==> src/rtl/fifo_rd_packer_if.sv <==
// fifo_rd_packer_if: upstream FIFO read port, flush control and packed output stream.
interface fifo_rd_packer_if #(
  parameter int WIDTH = 8,
  parameter int LANES = 4
);
  logic                     rempty;
  logic                     rinc;
  logic [WIDTH-1:0]         rdata;
  logic                     flush;
  logic                     out_valid;
  logic                     out_ready;
  logic [WIDTH*LANES-1:0]   out_data;
  logic [LANES-1:0]         out_keep;
  logic                     flush_done;
  modport master (
    input  rempty, rdata, flush, out_ready,
    output rinc, out_valid, out_data, out_keep, flush_done
  );
  modport slave (
    output rempty, rdata, flush, out_ready,
    input  rinc, out_valid, out_data, out_keep, flush_done
  );
endinterface

==> src/rtl/fifo_rd_packer.sv <==
// fifo_rd_packer: packs bytes read from an async FIFO (1-cycle read latency) into LANES-wide words.
module fifo_rd_packer #(
  parameter int WIDTH = 8,
  parameter int LANES = 4
) (
  input logic rclk,
  input logic rrstn,
  fifo_rd_packer_if.master bus
);
  localparam int CW = $clog2(LANES);
  localparam logic [1:0] RUN = 2'd0, FL_WAIT = 2'd1, FL_EMIT = 2'd2;
  localparam logic [CW-1:0] CNT_MAX = CW'(LANES - 1);
  localparam logic [CW:0] FILL_MAX = (CW + 1)'(LANES - 1);

  logic [1:0]             state_q, state_d;
  logic [CW-1:0]          cnt_q, cnt_d;
  logic                   pend_q;
  logic [WIDTH*LANES-1:0] acc_q, acc_d, acc_w, od_q, od_d;
  logic [LANES-1:0]       ok_q, ok_d;
  logic                   ov_q, ov_d;
  logic [CW:0]            fill;
  logic                   rinc, complete, emit_ok, done, flush_load;

  // Holding back reads once the accumulator plus in-flight byte could complete a
  // word guarantees a completing byte never meets a stalled output register.
  assign fill       = {1'b0, cnt_q} + {{CW{1'b0}}, pend_q};
  assign rinc       = rrstn & ~bus.rempty & (state_q == RUN) & (~ov_q | bus.out_ready | (fill < FILL_MAX));
  assign complete   = pend_q & (cnt_q == CNT_MAX);
  assign emit_ok    = ~ov_q | bus.out_ready;
  assign done       = (state_q == FL_EMIT) & ((cnt_q == '0) | emit_ok);
  assign flush_load = done & (cnt_q != '0);

  always_comb begin
    acc_w = acc_q;
    if (pend_q) acc_w[cnt_q*WIDTH +: WIDTH] = bus.rdata;
  end

  always_comb begin
    cnt_d   = pend_q ? cnt_q + CW'(1) : cnt_q;
    acc_d   = acc_w;
    od_d    = od_q;
    ok_d    = ok_q;
    ov_d    = ov_q & ~bus.out_ready;
    state_d = (state_q == RUN && bus.flush) ? FL_WAIT :
              (state_q == FL_WAIT && !pend_q) ? FL_EMIT :
              (done || state_q == 2'd3) ? RUN : state_q;
    if (complete) begin
      od_d  = acc_w;
      ok_d  = '1;
      ov_d  = 1'b1;
      acc_d = '0;
    end
    if (flush_load) begin
      od_d  = acc_q;
      ok_d  = LANES'((32'd1 << cnt_q) - 32'd1);
      ov_d  = 1'b1;
      acc_d = '0;
      cnt_d = '0;
    end
  end

  always_ff @(posedge rclk or negedge rrstn) begin
    if (!rrstn) begin
      state_q <= RUN;
      cnt_q   <= '0;
      pend_q  <= 1'b0;
      acc_q   <= '0;
      od_q    <= '0;
      ok_q    <= '0;
      ov_q    <= 1'b0;
    end else begin
      state_q <= state_d;
      cnt_q   <= cnt_d;
      pend_q  <= rinc;
      acc_q   <= acc_d;
      od_q    <= od_d;
      ok_q    <= ok_d;
      ov_q    <= ov_d;
    end
  end

  assign bus.rinc       = rinc;
  assign bus.out_valid  = ov_q;
  assign bus.out_data   = od_q;
  assign bus.out_keep   = ok_q;
  assign bus.flush_done = done;
endmodule

==> src/flat_wrapper.sv <==
// flat-port wrapper written by rule: the top's interface ports become plain ports
module fifo_rd_packer_flat 
#(
  parameter int WIDTH = 8,
  parameter int LANES = 4
)
  (rclk, rrstn, bus_rempty, bus_rdata, bus_flush, bus_out_ready, bus_rinc, bus_out_valid, bus_out_data, bus_out_keep, bus_flush_done);
  fifo_rd_packer_if #(.WIDTH(WIDTH), .LANES(LANES)) bus_i ();
  input logic rclk;
  input logic rrstn;
  input wire logic [$bits(bus_i.rempty)-1:0] bus_rempty;
  input wire logic [$bits(bus_i.rdata)-1:0] bus_rdata;
  input wire logic [$bits(bus_i.flush)-1:0] bus_flush;
  input wire logic [$bits(bus_i.out_ready)-1:0] bus_out_ready;
  output wire logic [$bits(bus_i.rinc)-1:0] bus_rinc;
  output wire logic [$bits(bus_i.out_valid)-1:0] bus_out_valid;
  output wire logic [$bits(bus_i.out_data)-1:0] bus_out_data;
  output wire logic [$bits(bus_i.out_keep)-1:0] bus_out_keep;
  output wire logic [$bits(bus_i.flush_done)-1:0] bus_flush_done;
  assign bus_i.rempty = bus_rempty;
  assign bus_i.rdata = bus_rdata;
  assign bus_i.flush = bus_flush;
  assign bus_i.out_ready = bus_out_ready;
  assign bus_rinc = bus_i.rinc;
  assign bus_out_valid = bus_i.out_valid;
  assign bus_out_data = bus_i.out_data;
  assign bus_out_keep = bus_i.out_keep;
  assign bus_flush_done = bus_i.flush_done;
  fifo_rd_packer #(.WIDTH(WIDTH), .LANES(LANES)) u_core (.rclk(rclk), .rrstn(rrstn), .bus(bus_i));
endmodule
==> config.mk <==
export PLATFORM = sky130hd
export DESIGN_NAME = fifo_rd_packer_flat
export DESIGN_NICKNAME = d
export VERILOG_FILES = /design/src/rtl/fifo_rd_packer_if.sv /design/src/rtl/fifo_rd_packer.sv /design/src/flat_wrapper.sv
export SDC_FILE = /design/constraint.sdc
export NUM_CORES = 1
export LEC_CHECK = 0
export BUFFER_PORTS_ARGS = -buffer_cell sky130_fd_sc_hd__buf_4
export CAP_MARGIN = 40
export CORE_UTILIZATION = 25
export CTS_CLUSTER_SIZE = 30
export DETAILED_ROUTE_END_ITERATION = 10
export PLACE_DENSITY = 0.4
export SYNTH_ARGS = -nofsm -noshare
export SYNTH_HDL_FRONTEND = slang
export SYNTH_SLANG_ARGS = --single-unit
==> constraint.sdc <==
create_clock -name rclk -period 1.9 [get_ports rclk]
set_clock_uncertainty 0.05 [all_clocks]
set_input_delay 0.38 -clock rclk [delete_from_list [all_inputs] [get_ports rclk]]
set_output_delay 0.38 -clock rclk [all_outputs]
set_load 0.02 [all_outputs]
==> impl_results.md <==
- Hold-fix buffer count after cts: 0
- WP data required: ~1.5 ns
- Final non-filler cell total: 574
- Post-route DRC: 0
- Clock Sinks: 74
- Status: finished, violations left
- Post-Syn Area: approximately 0.0035 mm2
- Max-cap viol count: 0
- Final Cell Area: roughly 0.0052 mm2
- Post-synth EDFFs: 0
- H-tree levels: 3
- Synth top area cells: dfrtp_1 (52%), a32oi_1 (11%), o2bb2ai_1 (7.9%)
- Worst-path cell chain: ha_4, ha_4, a21oi_4, o21a_1, buf_6
- Worst vdd ir: 518 uV
- Fin crit share: 1.07
- GRT Total Usage: 0.175
- GR Overflow Total: 0
- Design Power: about 0.0074 W
- Initial Utilization: 0.256
- Core region area: 0.0138 mm2
- Slew HR: 0.577
- RePlAce Congestion: around 0.7
- Post-Synthesis Cells: roughly 310
- Initial DRC count: ~190
- Fill cells: 1340
- Unique cell type count in the Yosys netlist: 38
- Worst Tran Pin Value: about 0.64 ns
- Final Setup Violations: 55
- Detailed Route WL: between 10000 and 15000 um
- ANT nets after route: 0
- Violated checks: negative setup slack
- Mean area per synthesized cell: between 10 and 15 um2
- Drt pass-1 iters: 4
- Ys async rst share: 1.00
- CTS max path bufs: 2
- Register area share after synthesis: 0.524
- First-pass GRT wire length: 18500 um
- Die Y: about 120 um
- Post-DP HPWL: 6800 um
- Final worst setup slack: -0.139 ns
- Root buffer cell: clkbuf_16
- Yosys warnings: 0
- Critical path's slowest cell: dfrtp_2
- Worst Path Arrival: between 1.5 and 2 ns
- Largest net degree at the start of global routing: between 70 and 80
- Worst-Skew Late Latency: roughly 0.34 ns
- Setup repair after global routing missed its margin: true
- Share of post-route cells with drive strength above 1: 0.360
- # IOs: 52
- Total Neg Setup Slack: -3.14 ns
- Area share of the largest cell type after synthesis: 0.524
- Placed instance area: roughly 0.0043 mm2
- CP max FO: 3
- Worst Setup Path Type: reg2out
- CP Capture Type: output port
- Setup crit start kind: flip-flop
- Pwr/cell area: ~1400 mW/mm2
- Most frequent CP cell: ha_4
- Row count: between 40 and 50
- Fin nets: slightly above 400
- Inst Count DP: roughly 530
- Internal reg-to-reg setup slack: -0.09 ns
- Wire per inst: roughly 21 um
- Clock transition at path regs: ~0.06 ns
- Die area: 0.0146 mm2
- Fmax: about 0.49 GHz
- Flops & latches, synth: 74
- Max Slew Vio Count: 0
- DR vias/cell: ~5.2
- Num CTS Buffers: 9
- Most frequent cells in the layout: buf_4 (73), dfrtp_1 (73), a32oi_1 (44)
- Vias in the first global route: between 3000 and 4000
- Top FF cell, synth: dfrtp_1
- Synth area leader: dfrtp_1
- Lkg Pwr: between 2 and 2.5 nW
- # diodes: 0
- Hold Vio Cnt, Final: 0
- Post-layout min period: just over 2 ns
- Min-Delay Path Class: in2async
- Port bufs: approximately 50
- Worst path max stage delay: 0.43 ns
- Net Count, Synth: about 330
- Initial antenna violation count: 0
- Via count: approximately 3000
- Die X: 121 um
- CTS tree: done
- Area growth, synth to finish: 46.4%
[metrics by stage]
stage               setup WS (ns)  hold slack [ns]  utilization
detailed placement         -0.104            0.414        0.310
global route               -0.210           0.0622        0.374
finish                     -0.139           0.0340        0.374
floorplan                 0.00339           0.0344            -
global placement          -0.0596            0.409        0.310
CTS                        -0.171           0.0547        0.363
[path summary, 6_finish.rpt]
| kind | end | from | cells after the start |
|---|---|---|---|
| setup / recovery | bus_rinc | u_core.cnt_q[0]$_DFFE_PN0P_ | 5 |
| hold / removal | u_core.bus.out_data[1]$_DFFE_PN0P_ | rrstn | 2 |
| setup reg to reg | u_core.bus.out_data[5]$_DFFE_PN0P_ | u_core.cnt_q[0]$_DFFE_PN0P_ | 9 |
| hold reg to reg | u_core.bus.out_keep[0]$_DFFE_PN0P_ | u_core.bus.out_keep[0]$_DFFE_PN0P_ | 1 |
| max in group asynchronous | u_core.cnt_q[0]$_DFFE_PN0P_ | rrstn | 2 |
| min in group rclk | u_core.state_q[0]$_DFFE_PN0P_ | bus_flush | 3 |
[routing by layer]
| metal | global-route usage | part of all wire |
|---|---|---|
| met1 | 0.257 | 0.47 |
| met2 | 0.249 | 0.46 |
| met3 | 0.0362 | 0.059 |
| met4 | 0.0671 | 0.013 |
| met5 | 0 | 0 |
[state kept, by name, summed over array words and instances, names as in the netlist]
name,flops
u_core.state_q,2
u_core.cnt_q,2
u_core.acc_q,32
u_core.bus.out_data,32
u_core.bus.out_valid,1
u_core.bus.out_keep,4
u_core.pend_q,1
[final cells by class]
type / count / area [um2] / share of cell area
well taps: 180 / 225 / 0.0435
flip-flops and latches: 74 / 1850 / 0.358
clock inverters: 4 / 72.6 / 0.0140
repair buffers: 102 / 1130 / 0.219
clock buffers: 12 / 267 / 0.0515
inverters: 5 / 21.3 / 0.00411
multi-input cells: 197 / 1610 / 0.310
[cells in the mapped netlist (2+ instances only)]
| master | number |
|---|---|
| and2_1 | 9 |
| buf_6 | 2 |
| clkbuf_1 | 20 |
| dfrtp_1 | 74 |
| nand2_1 | 5 |
| clkbuf_2 | 2 |
| buf_2 | 7 |
| a22oi_1 | 12 |
| buf_4 | 4 |
| o2bb2ai_1 | 32 |
| or2_2 | 2 |
| ha_1 | 9 |
| a21oi_1 | 2 |
| a32oi_1 | 44 |
| nor2_1 | 40 |
| mux2i_1 | 3 |
| nand2b_1 | 2 |
| o22ai_2 | 2 |
| inv_1 | 5 |
| and3_1 | 2 |
| a221oi_1 | 8 |
| o22ai_1 | 9 |
[worst max-delay path, delay by kind of cell, from the launching register on]
kind            cells  cell delay [ns]
compound gates      2             0.29
fa+ha+maj           2             0.41
buf+inv             1             0.13
flops               1             0.43
[timing repair]
item	in CTS	in global routing
gates cloned	6	2
resized for setup	28	12
endpoints found under the setup margin	61	72
pin swaps	7	5
endpoints found under the hold margin	0	0
setup buffers	11	7
[cells by family (layout without fill, tap and decap cells)]
family                     after synthesis  count (layout)  synth area share
xor gates and xnor gates                 1               1           0.00248
DFF                                     74              74             0.524
muxes                                    3               3           0.00849
buffers and inverters                   40             123            0.0541
adders and majority gates                9               9            0.0318
AOI/OAI and AO/OA                      112             112             0.270
and+or+nand+nor                         72              72             0.110
[power by group]
group	total [W]	internal, W	switching [W]
sequential	0.00219	0.00194	0.000254
clock	0.00193	0.00126	0.000670
combinational	0.00331	0.00163	0.00168
(Power assumes the default switching activity.)
